<file path="config.mk">
export PLATFORM = sky130hd
export DESIGN_NAME = tiny_cpu_param_flat
export DESIGN_NICKNAME = d
export VERILOG_FILES = /design/src/rtl/tiny_cpu_param_if.sv /design/src/rtl/tiny_cpu_param.sv /design/src/flat_wrapper.sv
export SDC_FILE = /design/constraint.sdc
export NUM_CORES = 1
export LEC_CHECK = 0
export ABC_AREA = 0
export BUFFER_PORTS_ARGS = -buffer_cell sky130_fd_sc_hd__buf_2
export CAP_MARGIN = 20
export CORE_MARGIN = 5
export CORE_UTILIZATION = 64
export DETAILED_ROUTE_END_ITERATION = 16
export PLACE_DENSITY = 0.87
export SYNTH_ARGS = -nofsm -noshare
export SYNTH_HDL_FRONTEND = slang
export SYNTH_SLANG_ARGS = --single-unit
export TNS_END_PERCENT = 50
</file>
<file path="constraint.sdc">
create_clock -name i_clk -period 3.4 [get_ports i_clk]
set_input_delay 0.68 -clock i_clk [delete_from_list [all_inputs] [get_ports i_clk]]
set_output_delay 0.68 -clock i_clk [all_outputs]
set_load 0.01 [all_outputs]
</file>
<file path="src/rtl/tiny_cpu_param_if.sv">
// Instruction/result bus for tiny_cpu_param: valid/ready instruction input plus
// result register, flags and status pulses back to the consumer.
interface tiny_cpu_param_if #(
    parameter int WIDTH = 8,
    parameter int NREGS = 4
);
    localparam int RB = $clog2(NREGS);
    localparam int IW = 4 + 2*RB + WIDTH;

    logic [IW-1:0]    In;
    logic             In_valid;
    logic             In_ready;
    logic [WIDTH-1:0] Result;
    logic             Res_valid;
    logic             Zero;
    logic             Carry;
    logic             Err;

    modport master (
        output In, In_valid,
        input  In_ready, Result, Res_valid, Zero, Carry, Err
    );

    modport slave (
        input  In, In_valid,
        output In_ready, Result, Res_valid, Zero, Carry, Err
    );
endinterface

</file>
<file path="src/rtl/tiny_cpu_param.sv">
// Parametrised tiny CPU: NREGS x WIDTH register file, single-cycle ALU ops,
// iterative shift-add multiply and illegal-opcode error pulse.
module tiny_cpu_param #(
    parameter int WIDTH = 8,
    parameter int NREGS = 4
) (
    input  logic           i_clk,
    input  logic           i_rst_n,
    tiny_cpu_param_if.slave bus
);
    localparam int RB = $clog2(NREGS);
    localparam int CW = $clog2(WIDTH + 1);

    typedef enum logic {S_IDLE, S_MUL} state_t;

    state_t             r_state, w_state_nxt;
    logic [WIDTH-1:0]   r_regs [NREGS];
    logic [WIDTH-1:0]   r_result;
    logic               r_res_valid, r_zero, r_carry, r_err;
    logic [2*WIDTH-1:0] r_mcand, r_acc;
    logic [WIDTH-1:0]   r_mplier;
    logic [RB-1:0]      r_mul_rd;
    logic [CW-1:0]      r_cnt;

    logic               w_in_ready, w_accept, w_mul_done;
    logic [3:0]         w_op;
    logic [RB-1:0]      w_rd, w_rs;
    logic [WIDTH-1:0]   w_imm, w_a, w_b, w_alu;
    logic               w_alu_c;
    logic [WIDTH:0]     w_sum;
    logic [2*WIDTH-1:0] w_acc_nxt;

    assign {w_op, w_rd, w_rs, w_imm} = bus.In;
    assign w_a        = r_regs[w_rd];
    assign w_b        = r_regs[w_rs];
    assign w_sum      = {1'b0, w_a} + {1'b0, w_b};
    assign w_accept   = bus.In_valid && w_in_ready;
    assign w_mul_done = (r_state == S_MUL) && (r_cnt == CW'(WIDTH - 1));
    assign w_acc_nxt  = r_mplier[0] ? (r_acc + r_mcand) : r_acc;

    assign bus.In_ready  = w_in_ready;
    assign bus.Result    = r_result;
    assign bus.Res_valid = r_res_valid;
    assign bus.Zero      = r_zero;
    assign bus.Carry     = r_carry;
    assign bus.Err       = r_err;

    always_ff @(posedge i_clk or negedge i_rst_n) begin
        if (!i_rst_n) r_state <= S_IDLE;
        else          r_state <= w_state_nxt;
    end

    always_comb begin
        w_state_nxt = r_state;
        w_in_ready  = 1'b0;
        case (r_state)
            S_IDLE: begin
                w_in_ready = 1'b1;
                if (bus.In_valid && (w_op == 4'hC)) w_state_nxt = S_MUL;
            end
            S_MUL:   if (w_mul_done) w_state_nxt = S_IDLE;
            default: w_state_nxt = S_IDLE;
        endcase
    end

    always_comb begin
        w_alu   = '0;
        w_alu_c = 1'b0;
        case (w_op)
            4'h4:    {w_alu_c, w_alu} = w_sum;
            4'h5:    begin w_alu = {w_a[WIDTH-2:0], 1'b0}; w_alu_c = w_a[WIDTH-1]; end
            4'h6:    begin w_alu = {1'b0, w_a[WIDTH-1:1]}; w_alu_c = w_a[0]; end
            4'h7:    w_alu = w_a & w_b;
            4'h8:    w_alu = w_a | w_b;
            4'h9:    w_alu = w_a ^ w_b;
            4'hA:    w_alu = ~(w_a & w_b);
            default: w_alu = '0;
        endcase
    end

    // Operands are read from the register file before this edge's write, so rd == rs is safe.
    always_ff @(posedge i_clk or negedge i_rst_n) begin
        if (!i_rst_n) begin
            for (int i = 0; i < NREGS; i++) r_regs[i] <= '0;
            r_result    <= '0;
            r_res_valid <= 1'b0;
            r_zero      <= 1'b0;
            r_carry     <= 1'b0;
            r_err       <= 1'b0;
            r_mcand     <= '0;
            r_acc       <= '0;
            r_mplier    <= '0;
            r_mul_rd    <= '0;
            r_cnt       <= '0;
        end else begin
            r_res_valid <= 1'b0;
            r_err       <= 1'b0;
            if (w_accept) begin
                case (w_op)
                    4'h0: begin
                        for (int i = 0; i < NREGS; i++) r_regs[i] <= '0;
                        r_result <= '0;
                        r_zero   <= 1'b0;
                        r_carry  <= 1'b0;
                    end
                    4'h1: r_regs[w_rd] <= w_imm;
                    4'h2: r_regs[w_rd] <= w_b;
                    4'h3: r_regs[w_rd] <= r_result;
                    4'h4, 4'h5, 4'h6, 4'h7, 4'h8, 4'h9, 4'hA: begin
                        r_regs[w_rd] <= w_alu;
                        r_result     <= w_alu;
                        r_zero       <= (w_alu == '0);
                        r_carry      <= w_alu_c;
                        r_res_valid  <= 1'b1;
                    end
                    4'hB: begin
                        r_result    <= (w_a >= w_b) ? '1 : '0;
                        r_carry     <= (w_a >= w_b);
                        r_zero      <= (w_a == w_b);
                        r_res_valid <= 1'b1;
                    end
                    4'hC: begin
                        r_mcand  <= {{WIDTH{1'b0}}, w_a};
                        r_mplier <= w_b;
                        r_acc    <= '0;
                        r_cnt    <= '0;
                        r_mul_rd <= w_rd;
                    end
                    default: r_err <= 1'b1;
                endcase
            end else if (r_state == S_MUL) begin
                r_acc    <= w_acc_nxt;
                r_mcand  <= r_mcand << 1;
                r_mplier <= r_mplier >> 1;
                r_cnt    <= r_cnt + 1'b1;
                if (w_mul_done) begin
                    r_regs[r_mul_rd] <= w_acc_nxt[WIDTH-1:0];
                    r_result         <= w_acc_nxt[WIDTH-1:0];
                    r_carry          <= (w_acc_nxt[2*WIDTH-1:WIDTH] != '0);
                    r_zero           <= (w_acc_nxt[WIDTH-1:0] == '0);
                    r_res_valid      <= 1'b1;
                end
            end
        end
    end
endmodule

</file>
<file path="src/flat_wrapper.sv">
// flat-port wrapper written by rule: the top's interface ports become plain ports
module tiny_cpu_param_flat 
#(
    parameter int WIDTH = 8,
    parameter int NREGS = 4
)
  (i_clk, i_rst_n, bus_In, bus_In_valid, bus_In_ready, bus_Result, bus_Res_valid, bus_Zero, bus_Carry, bus_Err);
  tiny_cpu_param_if #(.WIDTH(WIDTH), .NREGS(NREGS)) bus_i ();
  input  logic i_clk;
  input  logic i_rst_n;
  input wire logic [$bits(bus_i.In)-1:0] bus_In;
  input wire logic [$bits(bus_i.In_valid)-1:0] bus_In_valid;
  output wire logic [$bits(bus_i.In_ready)-1:0] bus_In_ready;
  output wire logic [$bits(bus_i.Result)-1:0] bus_Result;
  output wire logic [$bits(bus_i.Res_valid)-1:0] bus_Res_valid;
  output wire logic [$bits(bus_i.Zero)-1:0] bus_Zero;
  output wire logic [$bits(bus_i.Carry)-1:0] bus_Carry;
  output wire logic [$bits(bus_i.Err)-1:0] bus_Err;
  assign bus_i.In = bus_In;
  assign bus_i.In_valid = bus_In_valid;
  assign bus_In_ready = bus_i.In_ready;
  assign bus_Result = bus_i.Result;
  assign bus_Res_valid = bus_i.Res_valid;
  assign bus_Zero = bus_i.Zero;
  assign bus_Carry = bus_i.Carry;
  assign bus_Err = bus_i.Err;
  tiny_cpu_param #(.WIDTH(WIDTH), .NREGS(NREGS)) u_core (.i_clk(i_clk), .i_rst_n(i_rst_n), .bus(bus_i));
endmodule
</file>
* Yosys cells after proc, flatten, opt, wreduce, memory -nomap -nowiden
Index checks and enable logic that the tools add are counted.
** Word-level totals
- Input port bits :: 19
- Logic and storage cells :: 124
- Output and inout port bits :: 13
- Register bits :: 91
** Cells by class
- Equality and inequality tests :: 17
- Add/subtract/negate cells :: 3
- Reductions and logical operators :: 18
- Bitwise logic cells :: 8
- Muxes and demuxes :: 57
- $lt $le $gt $ge :: 6
** Operators by type and width (count)
- $bwmux 32 :: 5
- $pmux 32 s5 :: 1
- $mux 16 :: 7
- $mux 8 :: 13
- $mux 32 :: 3
- $pmux 8 s7 :: 1
- $bmux 8 s2 :: 2
- $demux 8 s2 :: 2
- $pmux 8 s3 :: 1
- $eq 4x3->1 const B :: 5
- $eq 4x4->1 const B :: 5
- $add 16x16->16 :: 1
- $logic_not 8->1 :: 2
- $mux 1 :: 15
- $reduce_or 13->1 :: 1
- $mux 4 :: 3
- $add 8x8->9 :: 1
- $ge 3x3->1 const B :: 3
- $not 2->3 :: 3
- $pmux 1 s3 :: 3
- $and 8x8->8 :: 1
- $eq 4x2->1 const B :: 2
- $eq 8x8->1 :: 1
- $ge 8x8->1 :: 1
- other kinds (19) :: 27

* Longest topological paths before layout
- Word-level depth :: 10
- Gate-level depth with buffers :: 12
- Mapped depth without buffers :: 11

* Worst setup path before layout
Ideal clock, no wire load.
- Path kind :: input-to-reg
- Start point :: input bus_In[8]
- End point :: register u_core.r_regs[14] (netlist bit)
- Data arrival time :: 3.500 ns
- Cell stages on the path :: 11
- Setup time :: 0.132 ns
- Buffers on the path :: 1
- Setup slack :: -0.232 ns
- Cell sequence :: buf_2 -> mux4_2 -> ha_1 -> fa_1 -> a21o_1 -> a21oi_1 -> o21ba_2 -> o311ai_0 -> or2_2 -> a221oi_1 -> o21ai_0
** Between the ends
- Word-level cells in the longest chain between the ends :: 10
- Elaborated cells on any way between the ends :: 14
** RTL lines
- start, declared :: line flat_wrapper.sv:11 : input wire logic [$bits(bus_i.In)-1:0] bus_In;
- $not 2->3 (implied by the code) (*) :: line tiny_cpu_param.sv:35 : assign w_b = r_regs[w_rs];
- $bmux 8 s2 (*) :: line tiny_cpu_param.sv:35
- $mux 8 (implied by the code) (*) (2 in a row) :: line tiny_cpu_param.sv:35
- branches (longest 4 deep; another with $add 8x8->9)
- $pmux 32 s5 (*) :: line tiny_cpu_param.sv:99 : case (w_op)
- $mux 32 (*) :: line tiny_cpu_param.sv:98 : if (w_accept) begin
- end signal, assigned by index :: line tiny_cpu_param.sv:106 : 4'h1: r_regs[w_rd] <= w_imm;
- end signal, assigned by index :: line tiny_cpu_param.sv:108 : 4'h3: r_regs[w_rd] <= r_result;
- end signal, assigned by index :: line tiny_cpu_param.sv:110 : r_regs[w_rd] <= w_alu;
- end, declared :: line tiny_cpu_param.sv:17 : logic [WIDTH-1:0] r_regs [NREGS];
Every way passes the cells marked *. The select of a mux whose other input is x is not followed.
A chain may end at the register's enable or synchronous reset.

* Worst setup path in the final report
- Start point :: input bus_In[8]
- End point :: register u_core.r_regs[18] (netlist bit)
The elaborated chain is that of the path after synthesis.

==> key figures <==
Critical path
  – CP Capture Type: flop
  – Startpoint type of the worst setup path: input pin
  – Crit path max fanout: 7
  – Class of the most critical setup path: input pin to flop
  – WP data arrival: between 3 and 4 ns
  – WP data required: roughly 3.6 ns

Worst hold path
  – HP Class: input pin to asynchronous set/reset pin

Synthesis
  – EDFF count, synth: 0
  – Top cells by area, synth: dfrtp_1, o21ai_0, ha_1
  – Syn_nets: 1033
  – Post-synthesis sequential element count: 91
  – Synth top area share: 29.1%
  – Post-synth ARST share: 100%
  – Predominant post-synthesis flop cell: dfrtp_1
  – Cell Area, Synth: around 7800 sq um
  – Seq/Total Area, Yosys: 29.1%
  – Post-synth cell types: 75
  – Yosys top cell by area: dfrtp_1
  – Syn Inst Count: around 970
  – Synthesized area per cell: ~8 sq um
  – Synthesis Warnings: 0

STA
  – Hold Violations, Final: 0
  – Final setup violation count: 0
  – Min Tclk post-route: 3.31 ns
  – Setup Skew: between 0.01 and 0.015 ns
  – Final Max Slew Viols: 0
  – Worst-margin pin slew: 0.936 ns
  – RSZ-0062 raised after global routing: yes
  – Max Clk Rate: slightly above 300 MHz
  – Max_slew headroom: 37.6%
  – Hold_ws: between 0.3 and 0.4 ns
  – Final Worst Setup Slack: about 0.087 ns
  – Fin crit share: about 97%

Die
  – FP Rows: 40
  – Die ar.: ~15000 sq um
  – Die height: approximately 120 um
  – Die X: about 120 um
  – Io pins: 32
  – Core Area: between 10000 and 15000 sq um
  – Starting Density: roughly 65%

Place
  – DP Wirelength: roughly 19000 um
  – Placed instance count: around 1.2k
  – Placement-stage cell area: 8700 sq um
  – Final RePlAce weighted congestion: 1.02
  – Number of I/O port buffers: 31
  – Worst slack, placed: -0.334 ns

Drt
  – Vias/cell: 7.02
  – Final wirelength: 25800 um
  – DRC viols: 0
  – Initial DRC count: 1299
  – DRT antenna net count: 0
  – Router iterations before antenna repair: 8
  – Routed length per instance: 21.6 um
  – Vias: ~8.4k

Power and ir drop
  – NetSw: 3530 uW
  – Internal power consumption: between 3000 and 4000 uW
  – Comb power frac: 58.5%
  – Peak supply drop: around 0.52 mV
  – Clock power frac: about 14%
  – Pwr/cell area: slightly above 800 nW/um^2
  – Sw Ratio: 47.1%
  – Static Leak: 0.00402 uW
  – Sequential Power Share: approximately 28%

Run status
  – Outcome: completed

Finish
  – Fin area: 9040 sq um
  – Most common cell after layout, fill and taps aside: nand2_1
  – Final Non-Filler Cells: about 1.2k
  – Area growth from synthesis to layout: 15.6%
  – Commonest cells after routing, fill and taps aside: nand2_1, o21ai_0, buf_4
  – Fin nets: roughly 1.1k
  – Fraction of layout cells with a size suffix above 1: about 18%
  – Final Util: about three quarters
  – ANT cells: 0

Clock network
  – Hold_buf cts: 0
  – Clock sinks: just over 90
  – Worst-path clk slew: ~0.070 ns
  – CTS tree: done
  – CTS Buf Count: 9
  – Clk_lat worst skew: about 0.36 ns
  – CTS max path bufs: 2
  – Root buffer cell: clkbuf_16
  – CTS HTree Levels: 3

Global routing
  – Vias in the first global route: just under 8k
  – First-pass GRT wire length: between 40000 and 50000 um
  – Initial antenna violation count: 0
  – GRT Total Usage: a little over a third
  – GRT overflow: 0
  – Pin count of the biggest net entering global routing: 59

Flow run
  – MaxCap Viol Count: 0
[stage by stage]
step | setup TNS (ns) | total power [uW]
5_1_grt | -0.0440 | 7970
6_report | 0 | 7500
2_1_floorplan | 0 | 4540
3_3_place_gp | -6.08 | 6150
3_5_place_dp | -8.06 | 6250
4_1_cts | 0 | 7320
[cell families (layout without fill, tap and decap cells)]
| group | count (synthesis) | after routing | synth area share (%) |
|---|---|---|---|
| xor+xnor | 7 | 7 | 0.784 |
| buf+inv | 99 | 179 | 5.01 |
| flops | 91 | 91 | 29.1 |
| mux | 51 | 51 | 9.21 |
| compound gates | 340 | 340 | 27.4 |
| simple gates | 330 | 330 | 20.6 |
| fa+ha+maj | 48 | 48 | 7.87 |
[registers in the layout, indices dropped and copies added (netlist names)]
register / flops
u_core.r_regs: 32
u_core.r_acc: 16
u_core.r_mcand: 16
u_core.bus.Result: 8
u_core.r_mplier: 8
u_core.r_cnt: 4
u_core.r_mul_rd: 2
u_core.bus.Carry: 1
u_core.bus.Err: 1
u_core.bus.Res_valid: 1
u_core.bus.Zero: 1
u_core.r_state: 1
[critical path, cell delays in order]
cell and delay, ns:
buf_2 0.10, buf_12 0.14, mux4_2 0.55, ha_4 0.19, fa_1 0.43, buf_4 0.16
a32oi_1 0.19, o31ai_1 0.08, a211o_1 0.38, a22oi_2 0.24, buf_4 0.16, a41o_1 0.14
a31oi_1 0.10
[worst paths after layout]
path / start / end / slack, ns / cells past startpoint
hold / removal: i_rst_n / u_core.r_regs[12] / 0.38 / 1
max in group asynchronous: i_rst_n / u_core.r_mcand[8] / 2.35 / 2
min in group i_clk: u_core.r_mplier[6] / u_core.r_mplier[5] / 0.50 / 2
hold reg to reg: u_core.r_mplier[6] / u_core.r_mplier[5] / 0.50 / 2
setup / recovery: bus_In[8] / u_core.r_regs[18] / 0.09 / 13
setup reg to reg: u_core.r_regs[0] / u_core.r_regs[18] / 0.22 / 11
[power groups by stage]
stage	combinational (uW)	sequential (uW)	clock [uW]
4_1_cts	4250	2030	1050
2_1_floorplan	2700	1840	0
5_1_grt	4780	2110	1090
6_report	4390	2060	1050
3_5_place_dp	4220	2040	0
3_3_place_gp	4120	2030	0
[layout make-up]
type / instances / area [sq um]
Clock buffer: 10 / 229
Timing Repair Buffer: 133 / 976
Tap cell: 147 / 184
Sequential cell: 91 / 2280
Fill cell: 880 / 2970
Multi-Input combinational cell: 776 / 5190
Clock inverter: 6 / 71.3
Inverter: 30 / 113
[repair_timing]
| action | 4_1_cts | 5_1_grt |
|---|---|---|
| gates resized for setup | 0 | 8 |
| setup endpoints to repair | 0 | 32 |
| setup buffers | 0 | 3 |
| hold endpoints to repair | 0 | 0 |
[cells in the mapped netlist, types with 12 or more instances]
cell,instances
clkbuf_1,54
and2_1,12
a21o_1,15
o21ai_0,136
a31oi_1,22
ha_1,46
nand3_1,42
mux2i_1,27
nand2_1,135
nand4_1,13
nor2_1,44
mux4_2,12
inv_1,30
a21oi_1,54
nand2b_1,18
dfrtp_1,91
[routing by layer]
layer | track usage (%) | up-vias | share of wire, % | routed length [um]
met5 | 0 | - | 0 | 0
met4 | 17.6 | 0 | 4.6 | 1200
met3 | 10.7 | 122 | 14 | 3570
met2 | 54.1 | 649 | 44 | 11500
met1 | 46.6 | 3850 | 37 | 9560
li1 | - | 3749 | - | -
(Power assumes the default switching activity.)
